[config.mk]
export PLATFORM = sky130hd
export DESIGN_NAME = pattern_streamer
export DESIGN_NICKNAME = d
export VERILOG_FILES = /design/src/rtl/pattern_streamer.sv
export SDC_FILE = /design/constraint.sdc
export NUM_CORES = 1
export LEC_CHECK = 0
export ABC_AREA = 1
export CELL_PAD_IN_SITES_DETAIL_PLACEMENT = 2
export CELL_PAD_IN_SITES_GLOBAL_PLACEMENT = 2
export CORE_MARGIN = 2
export CORE_UTILIZATION = 25
export DETAILED_ROUTE_END_ITERATION = 16
export PLACE_DENSITY = 0.82
export SLEW_MARGIN = 20
export SYNTH_ARGS = -nofsm -noshare
export SYNTH_HDL_FRONTEND = slang
export SYNTH_SLANG_ARGS = --single-unit
[constraint.sdc]
create_clock -name clk -period 1.5 [get_ports clk]
set_input_delay 0.375 -clock clk [delete_from_list [all_inputs] [get_ports clk]]
set_output_delay 0.375 -clock clk [all_outputs]
set_load 0.005 [all_outputs]
[src/rtl/pattern_streamer.sv]
// Constant-pattern source: streams a compile-time table of LEN words onto a
// valid/ready output in one-shot, N-repeat or endless-loop mode.
module pattern_streamer #(
    parameter int unsigned       DW      = 8,
    parameter int unsigned       LEN     = 25,
    parameter logic [DW*LEN-1:0] PATTERN = '0,
    parameter int unsigned       CNTW    = 8,
    parameter int unsigned       IW      = (LEN > 1) ? $clog2(LEN) : 1
) (
    input  logic            clk,
    input  logic            rst,
    input  logic            start,
    input  logic            loop_en,
    input  logic [CNTW-1:0] repeat_n,
    input  logic            abort,
    output logic            o_valid,
    input  logic            o_ready,
    output logic [DW-1:0]   o_data,
    output logic [IW-1:0]   o_idx,
    output logic            o_last,
    output logic            busy,
    output logic            done
);

    typedef enum logic {
        IDLE,
        RUN
    } state_t;

    localparam logic [IW-1:0] LAST_IDX = IW'(LEN - 1);

    state_t          state, state_n;
    logic [IW-1:0]   idx_q, idx_n;
    logic [DW-1:0]   data_q, data_n;
    logic [CNTW-1:0] passes_q, passes_n;
    logic            loop_q, loop_n;
    logic            done_q, done_n;
    logic            running;
    logic            hs;
    logic            at_last;

    // Element 0 lives in the MSBs so string literals stream first-character-first.
    function automatic logic [DW-1:0] elem(input logic [IW-1:0] k);
        logic [DW*LEN-1:0] shifted;
        int unsigned       kk;
        kk      = int'(k);
        shifted = PATTERN >> (DW * (LEN - 1 - kk));
        return shifted[DW-1:0];
    endfunction

    assign running = (state == RUN);
    assign at_last = (idx_q == LAST_IDX);
    assign hs      = running & o_ready;

    // State and datapath register
    always_ff @(posedge clk or negedge rst) begin
        if (!rst) begin
            state    <= IDLE;
            idx_q    <= '0;
            data_q   <= '0;
            passes_q <= '0;
            loop_q   <= 1'b0;
            done_q   <= 1'b0;
        end else begin
            state    <= state_n;
            idx_q    <= idx_n;
            data_q   <= data_n;
            passes_q <= passes_n;
            loop_q   <= loop_n;
            done_q   <= done_n;
        end
    end

    // Next-state logic; abort overrides both start and a pending handshake
    always_comb begin
        state_n  = state;
        idx_n    = idx_q;
        passes_n = passes_q;
        loop_n   = loop_q;
        done_n   = 1'b0;

        if (abort) begin
            state_n = IDLE;
        end else begin
            case (state)
                IDLE: begin
                    if (start) begin
                        state_n  = RUN;
                        idx_n    = '0;
                        loop_n   = loop_en;
                        passes_n = (repeat_n == '0) ? CNTW'(1) : repeat_n;
                    end
                end
                RUN: begin
                    if (hs) begin
                        if (!at_last) begin
                            idx_n = IW'(idx_q + 1'b1);
                        end else if (loop_q) begin
                            idx_n = '0;
                        end else if (passes_q > CNTW'(1)) begin
                            passes_n = passes_q - 1'b1;
                            idx_n    = '0;
                        end else begin
                            state_n = IDLE;
                            done_n  = 1'b1;
                        end
                    end
                end
                default: state_n = IDLE;
            endcase
        end

        // Data only reloads while streaming; after a run it holds its last value
        data_n = (state_n == RUN) ? elem(idx_n) : data_q;
    end

    // Output logic
    always_comb begin
        o_valid = running;
        busy    = running;
        o_last  = running & at_last;
        o_data  = data_q;
        o_idx   = idx_q;
        done    = done_q;
    end

endmodule

==> results of run 1 <==
-- metal layers --
metal,wire (um),GRT usage,vias to the layer above
met5,0,0,-
met4,44,0.0432,0
met3,129,0.0124,5
met2,2520,0.377,27
met1,2030,0.229,682
li1,-,-,646
-- what timing repair did --
item                                    CTS  global route
pin swaps                                 5            11
gates resized for setup                  28            21
setup buffers                             8             1
endpoints found under the setup margin   23            17
-- layout by cell type (no fill, tap or decap), drive strengths merged --
cell | netlist | layout
o21ai | 11 | 11
ha | 4 | 4
mux2 | 1 | 1
or2 | 2 | 2
clkdlybuf4s50 | 0 | 14
nor3 | 2 | 2
inv | 21 | 21
nand2 | 58 | 58
xor2 | 2 | 2
dfrtp | 16 | 16
dlymetal6s2s | 0 | 1
dlygate4sd2 | 0 | 6
clkbuf | 1 | 3
conb | 1 | 8
nor2 | 26 | 26
buf | 10 | 37
nand3 | 19 | 19
xnor2 | 1 | 1
nand3b | 1 | 1
nand4 | 1 | 1
-- where the power goes --
group / internal [mW] / switching (mW)
clock network: 0.179 / 0.157
registers: 0.505 / 0.0758
logic: 0.354 / 0.461
-- logic make-up (layout without fill, tap and decap cells) --
| family | count (synthesis) | count (layout) | share of synthesized area |
|---|---|---|---|
| AND/OR/NAND/NOR | 109 | 109 | 0.395 |
| other | 1 | 8 | 0.00317 |
| multiplexers | 1 | 1 | 0.00951 |
| buffers and inverters | 32 | 82 | 0.133 |
| AO/OA/AOI/OAI | 11 | 11 | 0.0560 |
| flip-flops | 16 | 16 | 0.338 |
| XOR/XNOR | 3 | 3 | 0.0222 |
| adder cells (fa/ha/maj) | 4 | 4 | 0.0423 |
-- sequential cells by signal, indices dropped and copies added (netlist names) --
signal	flops
busy	1
done	1
loop_q	1
o_idx	5
passes_q	8
-- layout make-up --
cell class	instances	area, um^2	area share
clock buffer	3	41.3	0.0223
inverter	21	78.8	0.0425
multi-input combinational	136	772	0.416
sequential	16	400	0.216
tap	54	67.6	0.0364
timing repair buffer	58	495	0.267
-- worst reg2reg max path: stages, from the launching register on --
cell and delay, ns:
dfrtp_1 0.38, inv_1 0.06, ha_2 0.18, nand2_2 0.06, inv_2 0.07, buf_4 0.10
nand3b_1 0.11, nand2_2 0.12, nand2_2 0.07, nor2_4 0.13, buf_6 0.14, nand3_2 0.06
nand2_1 0.06
-- worst max-delay path by stage --
stage               startpoint          end  slack (ns)  depth (start not counted)
global placement      o_idx[0]       o_last       -0.22                          7
detailed placement    o_idx[1]       o_last       -0.24                          7
global route          o_idx[1]       o_last       -0.22                          7
floorplan             o_idx[0]  passes_q[2]        0.13                         11
CTS                   o_idx[1]       o_last       -0.16                          7
finish                o_idx[1]       o_last       -0.15                          7
-- stage by stage --
| stage | area, um^2 | cells | setup WS (ns) | TNS, ns |
|---|---|---|---|---|
| detailed placement | 1630 | 277 | -0.241 | -2.91 |
| floorplan | 1210 | 184 | 0.134 | 0 |
| CTS | 1790 | 288 | -0.161 | -0.542 |
| global route | 1860 | 288 | -0.221 | -2.53 |
| finish | 1860 | 288 | -0.150 | -1.06 |
| global placement | 1630 | 277 | -0.215 | -2.13 |
==> summary.md, run 1 <==
| Metric | Value |
|---|---|
| Status | `complete, but fails checks` |
| Failing checks | `negative setup slack` |
| Core area | `4630 um^2` |
| Slew Limit Fails | `0` |
| Area contributors post-synth | `dfrtp_1 34%, nand2_1 17%, nand3_1 8.0%` |
| Yosys top cell by area | `dfrtp_1` |
| Maximum root-to-sink buffer count | `2` |
| Via-to-Cell Ratio | `4.72` |
| Yosys warning total | `0` |
| Flops & latches, synth | `16` |
| Cell mode on critical path | `nand2_2` |
| Hold_ws | `approximately 0.46 ns` |
| Area Overhead vs Synth | `56.8%` |
| Clock transition at the registers of the reported paths | `0.06 ns` |
| First-pass GRT wire length | `7730 um` |
| Maximum number of pins on one net before global-route repair | `17` |
| Crit Path Max Fanout | `2` |
| Fin util | `0.401` |
| Layout net count | `254` |
| Total track usage | `0.194` |
| CP arrival | `1.28 ns` |
| Die ar. | `5300 um^2` |
| 1st-pass router iterations | `4` |
| Maxcap violations | `0` |
| Crit share post-route | `1.10` |
| Crit end category | `output port` |
| Setup Skew | `0.00164 ns` |
| DRC violations left | `0` |
| Asr flop ratio synth | `1.00` |
| PwrDens | `~930 nW/um^2` |
| Pwr Total | `1.73 mW` |
| Family with the most delay on the worst path | `flip-flops` |
| # IOs | `31` |
| Synth top area share | `0.338` |
| WL/cell | `16.4 um` |
| Final worst slack | `-0.150 ns` |
| Diodes inserted | `0` |
| Sequential share of the synthesized area | `0.338` |
| R2r startpoint | `o_idx[1]` |
| CTS root buffer | `clkbuf_8` |
| Final-layout fill cell count | `581` |
| EDFF count, synth | `0` |
| Synthesized area | `1180 um^2` |
| Final antenna-violating net count | `0` |
| Remaining Overflow, GRT | `0` |
| Minimum clock period | `1.65 ns` |
| RSZ-0062 raised after global routing | `yes` |
| CP Buf/Inv Count | `3` |
| Hold Buf Count CTS | `0` |
| CP Cell Sequence | `inv_1 > ha_2 > nand2_2 > inv_2 > nand2_2 > nor2_2 > buf_2` |
| Initial Util | `0.256` |
| Slowest CP cell | `dfrtp_1` |
| Syn_area_per_cell | `6.69 um^2` |
| Layout cell share with drive strength beyond 1 | `0.321` |
| Synth unique cells | `23` |
| Port Buf Inserts | `22` |
| CTS H-tree depth | `1` |
| Leak | `0.985 nW` |
| Row cnt | `25` |
| CTS tree | `yes` |
| Slowest stage delay, CP | `0.38 ns` |
| Number of global-route vias before repair | `1562` |
| 1st-iter DRT viols | `56` |
| HPWL Detailed | `3120 um` |
| Die H | `72.8 um` |
| # clock sinks | `16` |
| Startpoint Class | `flip-flop` |
| Req. time, crit path | `1.12 ns` |
| VDD IR max | `0.000308 V` |
| Most common library cells after synthesis | `55 x nand2_1, 25 x nor2_1, 20 x inv_1` |
| Most common cell in the netlist | `nand2_1` |
| R2R cell count | `12` |
| Die W | `approximately 73 um` |
| Post-Synthesis Cells | `177` |
| R2R Path End | `passes_q[7]` |
| Via Count | `~1400` |
| Final GP Congestion | `approximately 0.76` |
| Final setup violation count | `14` |
| Min-delay worst type | `input pin to async pin` |
| Clock buffers created by TritonCTS | `3` |
| Final WL | `4720 um` |
| Skew-Pair Late Insertion Delay | `0.25 ns` |
| Hold Fails Final Rpt | `0` |
| Initial antenna violation count | `0` |
| FF-to-FF setup slack | `-0.12 ns` |
| Ys flop type | `dfrtp_1` |
| Achievable Freq | `0.606 GHz` |
| Setup CP Type | `flip-flop to output port` |
(Power assumes the default switching activity.)
==> run 2, diff against run 1 <==
CORE_UTILIZATION = 26   (was 25)
CTS_BUF_LIST = sky130_fd_sc_hd__clkbuf_4   (was default)
HOLD_SLACK_MARGIN = 0.08   (was default)
PLACE_DENSITY = 0.84   (was 0.82)
==> summary.md, run 2 (synthesis gave the netlist of run 1 again) <==
| Metric | Value |
|---|---|
| Final setup violation count | `17 (+3)` |
| Startpoint Class | `flip-flop` |
| Clock buffers created by TritonCTS | `3 (unchanged)` |
| R2R cell count | `12 (unchanged)` |
| R2R Path End | `passes_q[4]` |
| Core area | `4380 um^2 (-5.3%)` |
| Clock transition at the registers of the reported paths | `0.10 ns (+0.04 ns)` |
| Final WL | `5800 um (+23%)` |
| # clock sinks | `16 (unchanged)` |
| Layout net count | `260 (+2.4%)` |
| Status | `complete, but fails checks` |
| Die W | `71.5 um (-1.8%)` |
| Most frequent cells in the layout | `32 x nand2_1, 30 x buf_4, 20 x nand2_2, 19 x nor2_1, 16 x dfrtp_1` |
| Crit end category | `output port` |
| DRC violations left | `0 (unchanged)` |
| Crit Path Max Fanout | `2 (unchanged)` |
| Final worst slack | `-0.233 ns (-0.0827 ns)` |
| Remaining Overflow, GRT | `0 (unchanged)` |
| Leak | `1.01 nW (+2.3%)` |
| Final GP Congestion | `0.789 (+4.4%)` |
| PwrDens | `854 nW/um^2 (-8.5%)` |
| Crit share post-route | `1.16 (+0.0552)` |
| CTS H-tree depth | `1 (unchanged)` |
| Via Count | `1399 (+2.9%)` |
| Layout cell share with drive strength beyond 1 | `0.442 (+0.121)` |
| Maxcap violations | `0 (unchanged)` |
| Failing checks | `negative setup slack` |
| Minimum clock period | `1.73 ns (+0.0827 ns)` |
| Area Overhead vs Synth | `69.9%` |
| Number of global-route vias before repair | `1535 (-1.7%)` |
| R2r startpoint | `o_idx[1]` |
| WL/cell | `19.8 um (+21%)` |
| HPWL Detailed | `3250 um (+3.9%)` |
| # IOs | `31 (unchanged)` |
| Most common cell after layout, fill and taps aside | `nand2_1` |
| CTS tree | `yes` |
| 1st-pass router iterations | `4 (unchanged)` |
| CTS root buffer | `clkbuf_4` |
| Die H | `71.5 um (-1.8%)` |
| Maximum root-to-sink buffer count | `2 (unchanged)` |
| CP arrival | `1.36 ns (+0.08 ns)` |
| Pre-CTS setup slack | `-0.336 ns (-0.0954 ns)` |
| FF-to-FF setup slack | `-0.21 ns (-0.09 ns)` |
| Min-delay worst type | `input pin to async pin` |
| Max reg flops | `8 (unchanged)` |
| Total track usage | `0.217 (+0.0231)` |
| RSZ-0062 raised after global routing | `yes` |
| Via-to-Cell Ratio | `4.79 (+1.5%)` |
| Top reg by flops | `passes_q` |
| Initial Util | `0.270 (+0.0143)` |
| Port Buf Inserts | `22 (unchanged)` |
| Row cnt | `24 (-4.0%)` |
| Setup CP Type | `flip-flop to output port` |
| Hold Fails Final Rpt | `0 (unchanged)` |
| First-pass GRT wire length | `8260 um (+6.8%)` |
| Hold Buf Count CTS | `0 (unchanged)` |
| Pwr Total | `1.72 mW (-0.81%)` |
| Die ar. | `5110 um^2 (-3.6%)` |
| Final antenna-violating net count | `0 (unchanged)` |
| Setup Skew | `0.00452 ns (+0.00288 ns)` |
| Diodes inserted | `0 (unchanged)` |
| Final-layout fill cell count | `505 (-13%)` |
| Achievable Freq | `0.577 GHz (-4.8%)` |
| Initial antenna violation count | `0 (unchanged)` |
| 1st-iter DRT viols | `32 (-43%)` |
| Skew-Pair Late Insertion Delay | `0.30 ns (+0.05 ns)` |
| Req. time, crit path | `1.12 ns (about the same)` |
| VDD IR max | `0.000403 V (+31%)` |
| Slew Limit Fails | `0 (unchanged)` |
| Maximum number of pins on one net before global-route repair | `17 (unchanged)` |
## run 2: cell types whose count changed in the layout (fill, tap and decap cells not counted), sizes merged
cell | previous run | this run
clkbuf | 3 | 5
dlygate4sd2 | 6 | 2
dlymetal6s2s | 1 | 0
clkdlybuf4s15 | 0 | 3
buf | 37 | 44
clkdlybuf4s50 | 14 | 13
## run 2: final cells by class
class / instances / area [um^2] / share of cell area
inverters: 21 / 81.3 / 0.0404
flip-flops and latches: 16 / 400 / 0.199
well taps: 52 / 65.1 / 0.0324
repair buffers: 64 / 567 / 0.282
multi-input cells: 136 / 875 / 0.435
clock buffers: 3 / 22.5 / 0.0112
## run 2: worst max-delay path by stage
stage | start | end
detailed placement | o_idx[1] | o_last
finish | o_idx[1] | o_last
global route | o_idx[1] | passes_q[4]
CTS | o_idx[0] | o_last
global placement | o_idx[0] | o_last
floorplan | o_idx[0] | passes_q[2]
## run 2: critical path: stages, from the launching register on
cell and delay, ns:
dfrtp_1 0.43, inv_2 0.09, ha_4 0.13, nand2_2 0.06, inv_2 0.07, nand2_2 0.07
nor2_2 0.09, buf_2 0.11
## run 2: through the flow
stage	hold slack (ns)	util	area [um^2]	cells	setup TNS, ns
floorplan	0.0794	-	1210	184	0
global placement	0.488	0.366	1600	272	-1.92
detailed placement	0.490	0.366	1600	272	-3.49
CTS	0.416	0.419	1840	286	-1.28
global route	0.408	0.459	2010	292	-3.90
finish	0.396	0.459	2010	292	-2.57
## run 2: what timing repair did
item / in CTS / in global routing
pin swaps: 14 / 16
endpoints found under the setup margin: 24 / 24
endpoints found under the hold margin: 0 / 0
gates resized for setup: 54 / 42
buffers inserted: 11 / 8
## run 2: report_power, final
| part | leakage [nW] | total, mW | switching [mW] | internal (mW) |
|---|---|---|---|---|
| Combinational | 0.787 | 0.869 | 0.493 | 0.376 |
| Clock | 0.0138 | 0.249 | 0.155 | 0.0939 |
| Sequential | 0.207 | 0.600 | 0.0961 | 0.504 |
| Total | 1.01 | 1.72 | 0.744 | 0.974 |
## run 2: layer usage
| metal | global-route usage | vias to the layer above | wire length, um |
|---|---|---|---|
| met4 | 0.0901 | 0 | 163 |
| met1 | 0.269 | 686 | 2490 |
| met5 | 0 | - | 0 |
| met3 | 0.0211 | 13 | 183 |
| met2 | 0.383 | 38 | 2960 |
| li1 | - | 662 | - |
